### config.mk
export PLATFORM = sky130hd
export DESIGN_NAME = fft_load_ctrl
export DESIGN_NICKNAME = d
export VERILOG_FILES = /design/src/rtl/fft_pkg.sv /design/src/rtl/fft_load_ctrl.sv
export SDC_FILE = /design/constraint.sdc
export NUM_CORES = 1
export LEC_CHECK = 0
export CORE_MARGIN = 3
export CORE_UTILIZATION = 44
export CTS_CLUSTER_DIAMETER = 50
export DETAILED_ROUTE_END_ITERATION = 12
export HOLD_SLACK_MARGIN = 0.15
export PLACE_DENSITY = 0.76
export SYNTH_ARGS = -nofsm -noshare
export SYNTH_HDL_FRONTEND = slang
export SYNTH_SLANG_ARGS = --single-unit
### constraint.sdc
create_clock -name clk -period 2.05 [get_ports clk]
set_clock_uncertainty 0.2 [all_clocks]
set_input_delay 0.615 -clock clk [delete_from_list [all_inputs] [get_ports clk]]
set_output_delay 0.615 -clock clk [all_outputs]
set_load 0.01 [all_outputs]
### src/rtl/fft_pkg.sv
// Shared constants and state encoding for the FFT front-end frame loader.
package fft_pkg;

   localparam int FFT_N_SAMPLES = 128;
   localparam int FFT_DATA_W    = 8;

   typedef enum logic [1:0] {
      LOAD   = 2'd0,
      SETTLE = 2'd1,
      START  = 2'd2,
      WAIT   = 2'd3
   } fft_load_state_t;

endpackage

### src/rtl/fft_load_ctrl.sv
// Frame-load sequencer: streams N_SAMPLES samples into the loading buffer, pulses frame_start,
// then waits for fft_done. Optional overrun counter enabled by defining OVERRUN_CNT_EN.
//
// state  | meaning
// LOAD   | accepting samples, shifting them into the buffer
// SETTLE | last shift_in is on the buffer pins
// START  | frame_start pulse to the FFT core
// WAIT   | holding off input until fft_done
module fft_load_ctrl
   import fft_pkg::*;
#(
   parameter int N_SAMPLES = FFT_N_SAMPLES,
   parameter int DATA_W    = FFT_DATA_W,
   parameter int CNT_W     = $clog2(N_SAMPLES) + 1
) (
   input  logic              clk,
   input  logic              n_rst,
   input  logic [DATA_W-1:0] sample_in,
   input  logic              sample_valid,
   output logic              sample_ready,
   input  logic              abort,
   output logic              shift_in,
   output logic [DATA_W-1:0] data_out,
   output logic              frame_start,
   input  logic              fft_done,
   output logic              busy,
   output logic [CNT_W-1:0]  sample_cnt
`ifdef OVERRUN_CNT_EN
   ,
   output logic [15:0]       overrun_cnt
`endif
);

   localparam logic [CNT_W-1:0] CNT_ONE  = CNT_W'(1);
   localparam logic [CNT_W-1:0] CNT_LAST = CNT_W'(N_SAMPLES - 1);

   fft_load_state_t   r_state;
   fft_load_state_t   w_state_nxt;
   logic [CNT_W-1:0]  r_cnt;
   logic              r_shift;
   logic [DATA_W-1:0] r_data;
   logic              w_accept;

   assign w_accept = sample_valid && sample_ready;

   always_ff @(posedge clk or negedge n_rst) begin
      if (!n_rst) begin
         r_state <= LOAD;
      end else begin
         r_state <= w_state_nxt;
      end
   end

   always_comb begin
      w_state_nxt = r_state;
      if (abort) begin
         w_state_nxt = LOAD;
      end else begin
         case (r_state)
            LOAD:    if (w_accept && (r_cnt == CNT_LAST)) w_state_nxt = SETTLE;
            SETTLE:  w_state_nxt = START;
            START:   w_state_nxt = WAIT;
            WAIT:    if (fft_done) w_state_nxt = LOAD;
            default: w_state_nxt = LOAD;
         endcase
      end
   end

   always_comb begin
      sample_ready = (r_state == LOAD) && !abort;
      busy         = (r_state != LOAD);
      frame_start  = (r_state == START);
   end

   // Cleared on abort and on leaving WAIT so a new frame always starts at zero.
   always_ff @(posedge clk or negedge n_rst) begin
      if (!n_rst) begin
         r_cnt <= '0;
      end else if (abort || ((r_state == WAIT) && fft_done)) begin
         r_cnt <= '0;
      end else if (w_accept) begin
         r_cnt <= r_cnt + CNT_ONE;
      end
   end

   // Accept is already gated by abort, so an aborted sample never reaches the buffer.
   always_ff @(posedge clk or negedge n_rst) begin
      if (!n_rst) begin
         r_shift <= 1'b0;
         r_data  <= '0;
      end else begin
         r_shift <= w_accept;
         if (w_accept) begin
            r_data <= sample_in;
         end
      end
   end

   assign shift_in   = r_shift;
   assign data_out   = r_data;
   assign sample_cnt = r_cnt;

`ifdef OVERRUN_CNT_EN
   logic [15:0] r_overrun;

   always_ff @(posedge clk or negedge n_rst) begin
      if (!n_rst) begin
         r_overrun <= '0;
      end else if (sample_valid && !sample_ready && (r_overrun != 16'hFFFF)) begin
         r_overrun <= r_overrun + 16'd1;
      end
   end

   assign overrun_cnt = r_overrun;
`endif

endmodule

* Word level (Yosys, flattened, before mapping)
Index checks and enable logic that the tools add are counted.
Operators by class: $add $sub $neg 1, eq/ne operators 6, muxes and demuxes 6, reduce and logical (&&, ||, !) cells 10
Operator list (count):
- 8-bit two-way mux | 2
- 8-bit by 1-bit adder with 8-bit output (second input constant) | 1
- 8-bit by 7-bit equality test with 1-bit output (second input constant) | 1
- 2-bit case mux with 4 select lines | 1
- 2-bit two-way mux | 3
- 3-bit != test (second input constant) | 2
- 2-bit equality test (second input constant) | 2
- 1-bit logical AND | 4
- 2-bit nonzero test | 2
- 2-bit by 1-bit equality test with 1-bit output (second input constant) | 1
- 2-bit logical NOT | 1
- 2-bit AND reduction | 1
- 1-bit logical NOT | 1
- 1-bit logical OR | 1
Storage, ports and cells: register bits after elaboration 19, input bits 13, output and inout port bits 20, word-level logic and storage cells 27

* Longest topological paths before layout
Gate-level depths: netlist of the first run.
depth after elaboration 7, depth in mapped cells 8, depth with buffers taken out 8

* Least setup slack after synthesis of the first run
No wires, ideal clock.
kind reg-to-output, from register r_state[0], to output port sample_ready, arrival time 1008 ps, required time 1235 ps, slack 227 ps, stages on the path, launching flop included 4, path buffers 0, path through dfrtp_1 inv_1 ha_1 nor2b_2
Between the ends: cells in the longest elaborated chain, start to end 2
Ends and longest elaborated chain:
- start: declaration | line fft_load_ctrl.sv:37 | fft_load_state_t r_state;
- start signal: assignment | line fft_load_ctrl.sv:50 | r_state <= w_state_nxt;
- 2-bit logical NOT | line fft_load_ctrl.sv:70 | sample_ready = (r_state == LOAD) && !abort;
- 1-bit logical AND | line fft_load_ctrl.sv:70
- end: declaration | line fft_load_ctrl.sv:20 | output logic sample_ready,
Every way passes these cells.

* Final worst setup path of the first run
from register r_data[4] (netlist: data_out[4]), to output port data_out[4]
RTL lines:
- start: declaration | line fft_load_ctrl.sv:41 | logic [DATA_W-1:0] r_data;
- start signal: assignment | line fft_load_ctrl.sv:94 | r_data <= sample_in;
- end: declaration | line fft_load_ctrl.sv:23 | output logic [DATA_W-1:0] data_out,
No word-level cell between the ends.

==> results of run 1 <==
==> worst paths after layout <==
check | cells after the start | from | slack [ns] | endpoint
worst max-delay path | 1 | data_out[4] | -0.009 | data_out[4]
worst min-delay path | 2 | data_out[3] | 0.28 | data_out[3]
worst min register to register | 2 | data_out[3] | 0.28 | data_out[3]
max in group asynchronous | 2 | n_rst | 0.97 | sample_cnt[2]
worst max register to register | 7 | r_state[0] | 0.18 | r_state[0]
min in group asynchronous | 2 | n_rst | 0.46 | sample_cnt[7]
==> layout make-up <==
type | instances | area share (%)
Multi-Input combinational cell | 71 | 30.3
Tap cell | 27 | 2.18
Timing Repair Buffer | 56 | 33.7
Clock inverter | 1 | 0.323
Inverter | 5 | 1.29
Sequential cell | 19 | 30.7
Clock buffer | 3 | 1.45
==> kinds of logic (layout without fill, tap and decap cells) <==
group           count (synthesis)  after routing
compound gates                  7              7
xor+xnor                        6              6
mux                             2              2
simple gates                   51             51
flops                          19             19
buf+inv                         6             65
fa+ha+maj                       5              5
==> sequential cells by signal, indices dropped and copies added, names as in the netlist <==
signal	cells
data_out	8
sample_cnt	8
shift_in	1
r_state	2
==> cell usage after synthesis, types with 2 or more instances <==
library cell  number
nor3_1             2
nand2_1           29
ha_1               5
xnor2_1            3
dfrtp_1           19
a21oi_2            2
mux2i_1            2
inv_1              4
nand3_1            2
nor2_1             7
xor2_1             3
==> repair_timing <==
| action | 4_1_cts | 5_1_grt |
|---|---|---|
| gates resized for setup | 17 | 17 |
| pin swaps | 0 | 0 |
| setup endpoints to repair | 12 | 14 |
| buffers inserted | 9 | 2 |
==> power groups by stage <==
stage	Sequential (uW)	Clock (uW)	Combinational (uW)
after CTS	547	198	799
after floorplan	603	0	292
after detailed placement	567	0	781
after global routing	563	205	942
final	550	191	849
after global placement	558	0	749
==> metal layers <==
layer	track usage [%]	wire (um)	share of wire, %
met1	20.9	942	38
met2	35.1	1370	55
met3	3.42	102	4.1
met5	0	0	0
met4	9.79	73	2.9
==> through the flow <==
stage / utilization (%) / area, um^2 / setup WS [ns] / total power, uW / cells
global placement: 69.8 / 1400 / -0.533 / 1310 / 167
global route: 77.5 / 1550 / -0.0431 / 1710 / 182
CTS: 74.0 / 1480 / 0.00358 / 1540 / 180
floorplan: - / 957 / 0.227 / 895 / 96
finish: 77.5 / 1550 / -0.00946 / 1590 / 182
detailed placement: 69.8 / 1400 / -0.534 / 1350 / 167
==> out/metrics.cfg, run 1 <==
[detailed_routing]
via_per_inst = 4.84
vias = 881
drt-total-wl_um = 2490
ant_nets = 0
wire_per_inst_um = 13.7
drt-initial-drc-count = 9
drc_errors = 0
dr.pass1.iters = 4

[synthesis]
synthDistinctLibCells = 29
yosys_warnings = 0
netlist_top_cells_area = dfrtp_1 (50%), nand2_1 (11%), ha_1 (6.5%)
synthDominantCellAreaShare_pct = 49.7
synthXorXnorAreaFrac_pct = 5.49
synth_compound_area_share_pct = 5.75
ys_async_sr_fraction_pct = 100
synth.area.mux_share_pct = 2.09
synthAdderAreaFrac_pct = 6.54
synth-seq-area-share_pct = 49.7
synthCells = 96
synth_edf_count = 0
ys_seq_elements = 19
yosys.area_share.simple_pct = 27.2
synth_top_family_by_area = simple AND/OR/NAND/NOR gates
syn_area_um2 = 957
synth_top_area_cell = dfrtp_1
synth_flop_cell = dfrtp_1
syn_nets = 114
syn_avg_cell_area_um2 = 9.97

[sta]
finalHoldViolations = 0
slew_headroom_pct = 80.4
setup_viol = 1
slew_viol_final = 0
layout_setup_ws_ns = -0.00946
fin_setup_tns_ns = -0.00946
timing.final.crit_share_pct = 100
worst_slew_pin_slew_ns = 0.294
whs_ns = 0.278
period_minus_slack_ns = 2.06
fmax_mhz = 486

[global_route]
grt_pass1_wl_um = 3810
grt_usage_pct = 19.2
antenna_found_initial = 0
grt_remaining_overflow = 0
grt_pass1_vias = 909
grt_max_degree = 20

[power]
p_leak_uw = 0.000918
p_comb_share_pct = 53.4
power.density_nw_per_um2 = 1020
p_clk_share_pct = 12.0
p_sw_share_pct = 35.5
p_seq_share_pct = 34.6
power.internal_uw = 1020
p_sw_uw = 565
ir_worst_vdd_mv = 0.717

[worst_setup_path]
critPathRequiredTime_ns = 1.23
cp_num_buf_inv = 1
critPathTopFamily = buffers and inverters
cp_slowest_cell = clkdlybuf4s50_1
cpPeakStageDelay_ns = 0.56
arrival_ns = 1.24
crit_path_cell_trace = clkdlybuf4s50_1
cp_max_fo = 2
critPathKind = register to output pin
cp-end-kind = output pin
startpoint_type = register

[finish]
nets = 174
drive_gt1_share_pct = 29.0
layout_common_cells = nand2_1 (29), buf_4 (24), dfrtp_1 (18)
n_fill_cell = 145
n_antenna_cell = 0
layout_commonest_cell = nand2_1
seqCellArea_um2 = 477
area_growth_pct = 62.1
multi_input_area_um2 = 470

[cts]
cts_buffers = 3
cts_hold_buf = 0
clock_sinks = 19
clk_latency_ns = 0.30
clockBufferDepth = 2
htree_levels = 1
root_buffer = clkbuf_4
clk_pin_slew_ns = 0.10
cts_tree = yes

[run_status]
status = finished with violations
violations = negative setup slack

[floorplan]
fp.dieW_um = 52.6
start_util_pct = 47.8
rows = 16
core_area_um2 = 2000
io_pins = 33
die_y_um = 52.6
die-area_um2 = 2770

[worst_hold_path]
min_path_type = register to register

[placed_design]
gp_congestion = 0.774
portBuffers = 32
place_hpwl_um = 1730

[flow_run]
drv_cap = 0

Power figures use the tool's default switching activity.
==> run 2, diff against run 1 <==
==> constraint.sdc (replaced) <==
create_clock -name clk -period 2.05 [get_ports clk]
set_clock_uncertainty 0.2 [all_clocks]
set_input_delay 0.615 -clock clk [delete_from_list [all_inputs] [get_ports clk]]
set_output_delay 0.615 -clock clk [all_outputs]
set_load 0.05 [all_outputs]
==> out/metrics.cfg, run 2 (synthesized netlist as in run 1, its figures left out) <==
[floorplan]
fp.dieW_um = 52.6
core_area_um2 = 2000
rows = 16
die-area_um2 = 2770
io_pins = 33
start_util_pct = 47.8
die_y_um = 52.6

[cts]
clock_sinks = 19
cts_buffers = 3
htree_levels = 1
clk_pin_slew_ns = 0.10
clockBufferDepth = 2
clk_latency_ns = 0.30
cts_tree = yes
root_buffer = clkbuf_4

[detailed_routing]
dr.pass1.iters = 4
drc_errors = 0
wire_per_inst_um = 15.0
vias = 853
drt-total-wl_um = 2580
ant_nets = 0
via_per_inst = 4.96
drt-initial-drc-count = 12

[sta]
period_minus_slack_ns = 2.06
whs_ns = 0.352
setup_viol = 1
worst_slew_pin_slew_ns = 0.310
fin_setup_tns_ns = -0.0112
slew_viol_final = 0
finalHoldViolations = 0
slew_headroom_pct = 79.3
rsz0062_at_grt = yes
layout_setup_ws_ns = -0.0112
timing.final.crit_share_pct = 101
fmax_mhz = 485

[worst_setup_path]
critPathRequiredTime_ns = 1.23
r2r.worst_path.cells = 8
startpoint_type = register
cp-end-kind = output pin
critPathKind = register to output pin
arrival_ns = 1.25
cp_max_fo = 4

[finish]
layout_common_cells = nand2_1 (29), dfrtp_1 (19), buf_12 (19)
layout_commonest_cell = nand2_1
drive_gt1_share_pct = 34.5
nets = 164
n_antenna_cell = 0
area_growth_pct = 71.5

[global_route]
antenna_found_initial = 0
grt_max_degree = 20
grt_usage_pct = 22.0
grt_pass1_wl_um = 4360
grt_pass1_vias = 932
grt_remaining_overflow = 0

[power]
ir_worst_vdd_mv = 1.04
p_seq_share_pct = 26.6
power.density_nw_per_um2 = 1400
power.internal_uw = 1290
p_sw_uw = 1010
p_sw_share_pct = 43.9
p_clk_share_pct = 8.2
p_leak_uw = 0.000791
p_comb_share_pct = 65.2

[placed_design]
gp_congestion = 0.840
place_hpwl_um = 2020
portBuffers = 32

[run_status]
violations = negative setup slack
status = finished with violations

[flow_run]
drv_cap = 0

[worst_hold_path]
min_path_cells = 2
min_path_type = register to register

## run 2: critical path: stages, from the launching register on
cell	delay (ns)
dfrtp_1	0.40
inv_2	0.10
ha_4	0.14
nor2b_4	0.17
buf_12	0.15
## run 2: worst paths after layout
kind	startpoint	endpoint	slack [ns]
setup / recovery	r_state[0]	sample_ready	-0.01
max in group asynchronous	n_rst	data_out[6]	1.00
hold reg to reg	data_out[7]	data_out[7]	0.35
hold / removal	data_out[7]	data_out[7]	0.35
min in group asynchronous	n_rst	sample_cnt[6]	0.44
setup reg to reg	r_state[0]	r_state[1]	0.18
## run 2: metal layers
metal / up-vias / wire length [um] / global-route usage [%]
li1: 407 / - / -
met4: 0 / 80 / 7.66
met2: 36 / 1420 / 40.9
met3: 8 / 150 / 6.55
met5: - / 0 / 0
met1: 402 / 925 / 23.0
## run 2: timing repair
item / CTS / global route
gates resized for setup: 7 / 1
endpoints found under the setup margin: 4 / 3
hold buffers: 0 / 0
pin swaps: 1 / 0
buffers inserted: 4 / 2
## run 2: stage by stage
| stage | setup WS (ns) | total power (uW) | util, % | cell area (um^2) | instances |
|---|---|---|---|---|---|
| after global routing | -0.0822 | 2420 | 82.0 | 1640 | 172 |
| after global placement | -0.262 | 1950 | 77.6 | 1550 | 162 |
| after CTS | -0.0219 | 2280 | 81.1 | 1620 | 170 |
| after floorplan | 0.103 | 1280 | - | 962 | 96 |
| after detailed placement | -0.338 | 2000 | 77.6 | 1550 | 162 |
| final | -0.0112 | 2300 | 82.0 | 1640 | 172 |
## run 2: power by group through the flow
stage               registers (uW)  logic [uW]  clock network (uW)
detailed placement             622        1370                   0
CTS                            614        1470                 193
global placement               611        1340                   0
finish                         612        1500                 188
floorplan                      889         394                   0
global route                   629        1580                 204
## run 2: final cells by class
type | instances | area, um^2
clock buffer | 4 | 26.3
fill | 124 | 360
inverter | 5 | 22.5
multi-input combinational | 71 | 468
sequential | 19 | 475
tap | 27 | 33.8
timing repair buffer | 46 | 616
